**src/rtl/wb_stage.sv**
```systemverilog
// wb_stage: MEM/WB pipeline register for an RV32 core.
// Selects and extracts the write-back data at capture time, holds the
// instruction under stall, squashes it under flush, and counts retired
// instructions. The register-file write enable is decoded combinationally
// from the captured state.
module wb_stage (
  input  logic        clk,
  input  logic        rst,
  input  logic        mem_valid,
  input  logic [4:0]  mem_rd,
  input  logic        mem_rf_we,
  input  logic [1:0]  mem_wd_sel,
  input  logic [2:0]  mem_ld_type,
  input  logic [31:0] mem_alu_res,
  input  logic [31:0] mem_dram_rd,
  input  logic [31:0] mem_pc4,
  input  logic [31:0] mem_imm,
  input  logic        stall,
  input  logic        flush,
  output logic [4:0]  wR,
  output logic [31:0] wD,
  output logic        we,
  output logic        wb_valid,
  output logic [31:0] instret
);

  // Load extraction: pick the byte/halfword addressed by the low address
  // bits and extend it. Unknown funct3 values fall back to the full word.
  function automatic logic [31:0] f_load_ext(
    input logic [2:0]  ld_type,
    input logic [1:0]  offset,
    input logic [31:0] word
  );
    logic [7:0]  v_byte;
    logic [15:0] v_half;
    logic [31:0] v_res;
    case (offset)
      2'd0:    v_byte = word[7:0];
      2'd1:    v_byte = word[15:8];
      2'd2:    v_byte = word[23:16];
      2'd3:    v_byte = word[31:24];
      default: v_byte = word[7:0];
    endcase
    v_half = offset[1] ? word[31:16] : word[15:0];
    case (ld_type)
      3'b000:  v_res = {{24{v_byte[7]}}, v_byte};
      3'b001:  v_res = {{16{v_half[15]}}, v_half};
      3'b100:  v_res = {24'd0, v_byte};
      3'b101:  v_res = {16'd0, v_half};
      default: v_res = word;
    endcase
    return v_res;
  endfunction

  logic [31:0] w_wd_next;
  logic        r_valid;
  logic [4:0]  r_rd;
  logic        r_rf_we;
  logic [31:0] r_wd;
  logic [31:0] r_instret;

  // Write-data source select; a bubble always carries zero data.
  always_comb begin
    w_wd_next = 32'd0;
    if (mem_valid) begin
      case (mem_wd_sel)
        2'b00:   w_wd_next = mem_alu_res;
        2'b01:   w_wd_next = f_load_ext(mem_ld_type, mem_alu_res[1:0], mem_dram_rd);
        2'b10:   w_wd_next = mem_pc4;
        2'b11:   w_wd_next = mem_imm;
        default: w_wd_next = 32'd0;
      endcase
    end else begin
      w_wd_next = 32'd0;
    end
  end

  // Pipeline register: flush beats stall beats capture; instret counts
  // each real instruction exactly once, when it is captured.
  always_ff @(posedge clk or posedge rst) begin
    if (rst) begin
      r_valid   <= 1'b0;
      r_rd      <= 5'd0;
      r_rf_we   <= 1'b0;
      r_wd      <= 32'd0;
      r_instret <= 32'd0;
    end else if (flush) begin
      r_valid   <= 1'b0;
      r_rd      <= 5'd0;
      r_rf_we   <= 1'b0;
      r_wd      <= 32'd0;
    end else if (!stall) begin
      r_valid   <= mem_valid;
      r_rd      <= mem_rd;
      r_rf_we   <= mem_rf_we;
      r_wd      <= w_wd_next;
      r_instret <= r_instret + {31'd0, mem_valid};
    end
  end

  assign wR       = r_rd;
  assign wD       = r_wd;
  assign wb_valid = r_valid;
  assign instret  = r_instret;
  // x0 is hard-wired to zero, so writes to it are suppressed here.
  assign we       = r_valid & r_rf_we & (r_rd != 5'd0);

endmodule
```
**config.mk**
```make
export PLATFORM = sky130hd
export DESIGN_NAME = wb_stage
export DESIGN_NICKNAME = d
export VERILOG_FILES = /design/src/rtl/wb_stage.sv
export SDC_FILE = /design/constraint.sdc
export NUM_CORES = 1
export LEC_CHECK = 0
export CAP_MARGIN = 20
export CORE_ASPECT_RATIO = 1.4
export CORE_MARGIN = 4
export CORE_UTILIZATION = 41
export DETAILED_ROUTE_END_ITERATION = 10
export PLACE_DENSITY = 0.92
export SETUP_SLACK_MARGIN = 0.5
export SYNTH_ARGS = -nofsm -noshare
export SYNTH_HDL_FRONTEND = slang
export SYNTH_SLANG_ARGS = --single-unit
```
**constraint.sdc**
```tcl
create_clock -name clk -period 2.7 [get_ports clk]
set_input_delay 0.54 -clock clk [delete_from_list [all_inputs] [get_ports clk]]
set_output_delay 0.54 -clock clk [all_outputs]
set_load 0.01 [all_outputs]
```
==> impl_metrics.tcl <==
set metrics [dict create \
    ioPinCount 215 \
    report.final.setup_viol 0 \
    grt_max_degree 39 \
    die_h_um 128 \
    htree_levels 3 \
    crit_arrival_ns 2.34 \
    place_congestion 0.913 \
    drv_cap 0 \
    synth_area_sq_um 4230 \
    p_clk_share_pct 41.6 \
    grt_util_all_layers_pct 25.5 \
    dp_cells 778 \
    grt_setup_unrepaired "false" \
    cp_cell_sequence "clkdlybuf4s50_1, nor2b_1, buf_4, nor2_1, nor2_1, o221ai_1, nand2_1" \
    path_clk_slew_ns 0.06 \
    synth_top_cell_by_area "dfrtp_1" \
    coreArea_sq_um 10000 \
    finalNetCount 804 \
    synth_flop_cell "dfrtp_1" \
    start_util_pct 42.2 \
    cts_sinks 71 \
    p_leak_uw 0.00296 \
    synth_top_area_share_pct 42.0 \
    drc 0 \
    fillCellCount 772 \
    power_frac_seq_pct 36.2 \
    worst_pin_slew_ns 0.777 \
    netlist_instances 442 \
    clockRootBuffer "clkbuf_16" \
    hold_buffers 0 \
    place_hpwl_um 12000 \
    yosys-top-cells-count "71 x dfrtp_1, 52 x nand2_1, 48 x mux2i_1" \
    hold_path_class "flip-flop to flip-flop" \
    vias 4274 \
    grt_pass1_vias 4737 \
    syn_avg_cell_area_sq_um 9.56 \
    cts_buffers 9 \
    crit_fanout 15 \
    slowest_stage "clkdlybuf4s50_1" \
    dieArea_sq_um 12000 \
    ys_warn_count 0 \
    syn_to_final_growth_pct 63.9 \
    wirelength_um 15200 \
    power.internal_uw 2460 \
    syn_nets 588 \
    grt_overflow 0 \
    multiInputGateArea_sq_um 2270 \
    cp_data_required_time_ns 2.97 \
    grt_pass1_wl_um 23700 \
    powerDensity_nw_per_um2 477 \
    synth_seq_cells 71 \
    switching_share_pct 25.4 \
    hold_viol 0 \
    switchingPower_uw 840 \
    drive_gt1_share_pct 9.50 \
    clk_latency_ns 0.33 \
    crit_type "input pin to flip-flop" \
    num_rows 43 \
    synth.yosys.seq_area_share_pct 42.0 \
    critPathBufInv 2 \
    fmax_ghz 0.484 \
    fin_skew_ns 0.00581 \
    ant_nets 0 \
    slew_headroom_pct 48.1 \
    synth_edf_count 0 \
    die_x_um 93.8 \
    combPwrFrac_pct 22.2 \
    hold_slack_ns 0.475 \
    synthArstFlopShare_pct 100 \
    drv_slew 0 \
    firstDrtPassIters 4 \
    via_per_inst 5.36 \
    cts_buffer_depth 2 \
    yosysMostFrequentCell "dfrtp_1" \
    antenna_found_initial 0 \
    slowest_delay_ns 0.60 \
    port_buffers 214 \
    drtIter0Drc 201 \
    post_drt_wl_per_cell_um 19.0 \
    synth_area_leaders "dfrtp_1 42%, mux2i_1 11%, xnor2_1 5.8%, o21ai_0 5.0%, nand2_1 4.6%" \
    critPathTopFamily "buffers and inverters" \
    status "complete, no violations" \
    fin_crit_ns 2.07 \
    setup-tns-final_ns 0 \
    final_cells 798 \
    finalCritPeriodShare_pct 76.6 \
    max-vdd-ir-drop_uv 387 \
    yosysUniqueCellTypes 44 \
    cp-start-kind "input pin" \
    cts_tree "done" \
    regArea_sq_um 1780 \
    crit_path_end_kind "flip-flop" \
    n_antenna_cell 0 \
    crit_top_cell "nor2_1" \
]
==> final cells by class <==
type | count | area share [%]
well taps | 135 | 2.44
clock buffers | 9 | 3.25
repair buffers | 237 | 33.6
flip-flops and latches | 71 | 25.6
clock inverters | 7 | 1.75
inverters | 9 | 0.542
multi-input cells | 330 | 32.7
==> sequential cells by signal, summed over array words and instances (netlist names) <==
register / count
r_rf_we: 1
wb_valid: 1
wR: 5
wD: 32
instret: 32
==> path summary, 6_finish.rpt <==
| kind | start | end | slack [ns] | depth (start not counted) |
|---|---|---|---|---|
| worst max-delay path | mem_ld_type[0] | wD[2]$_DFFE_PP0P_ | 0.63 | 7 |
| worst min-delay path | instret[31]$_DFFE_PP0P_ | instret[31]$_DFFE_PP0P_ | 0.47 | 1 |
| worst max register to register | instret[10]$_DFFE_PP0P_ | instret[25]$_DFFE_PP0P_ | 0.79 | 5 |
| worst min register to register | instret[31]$_DFFE_PP0P_ | instret[31]$_DFFE_PP0P_ | 0.47 | 1 |
| max in group asynchronous | rst | instret[8]$_DFFE_PP0P_ | 1.38 | 3 |
| min in group asynchronous | rst | wD[13]$_DFFE_PP0P_ | 0.69 | 2 |
==> cells by family after synthesis <==
| group | count (synthesis) | synth area share, % |
|---|---|---|
| AO/OA/AOI/OAI | 109 | 17.6 |
| buffers and inverters | 41 | 4.50 |
| adder cells (fa/ha/maj) | 2 | 0.592 |
| flip-flops | 71 | 42.0 |
| AND/OR/NAND/NOR | 137 | 16.6 |
| multiplexers | 52 | 12.4 |
| XOR/XNOR | 30 | 6.22 |
==> power by group through the flow <==
stage	sequential [uW]	clock (uW)	combinational [uW]
floorplan	1230	0	258
global placement	1210	0	706
detailed placement	1210	0	725
CTS	1190	1390	730
global route	1200	1450	790
finish	1200	1370	733
==> what timing repair did <==
action	CTS	global route
endpoints found under the hold margin	0	0
resized for setup	2	2
pin swaps	0	1
buffers inserted	2	2
setup endpoints to repair	1	8
==> through the flow <==
step | utilization [%] | setup WS, ns | total power, uW | area (sq um)
4_1_cts | 69.1 | 0.503 | 3320 | 6910
3_3_place_gp | 65.5 | 0.365 | 1910 | 6550
5_1_grt | 69.2 | 0.532 | 3440 | 6930
3_5_place_dp | 65.5 | 0.262 | 1930 | 6550
2_1_floorplan | - | 0.879 | 1490 | 4230
6_report | 69.2 | 0.632 | 3300 | 6930
==> layer usage <==
metal  vias to the layer above  part of all wire (%)  global-route usage [%]
met3                        32                   7.3                    7.40
met4                         0                   2.7                    10.2
met1                      2041                    37                    26.8
li1                       2028                     -                       -
met5                         -                     0                       0
met2                       173                    53                    46.8
==> cells in the final DEF, fill, tap and decap left out, drive strengths merged, types with 3 or more instances in the layout <==
cell type / n
clkdlybuf4s50: 212
dfrtp: 71
nand2: 53
o21ai: 52
mux2i: 48
nor2: 29
xnor2: 28
a22oi: 24
buf: 24
nand3: 13
clkbuf: 10
nand4: 9
a221o: 8
nor3b: 7
a21oi: 7
o221ai: 7
inv: 7
nand2b: 7
a221oi: 7
and3: 5
mux2: 4
clkinvlp: 4
and2: 3
bufinv: 3
and4: 3
==> worst register-to-register path, stage by stage (launching register included) <==
cell and delay (ns):
dfrtp_1 0.45, and4_1 0.28, nand3_2 0.14, nor4_4 0.54, nand4_1 0.21, xnor2_1 0.17
(Power assumes the default switching activity.)
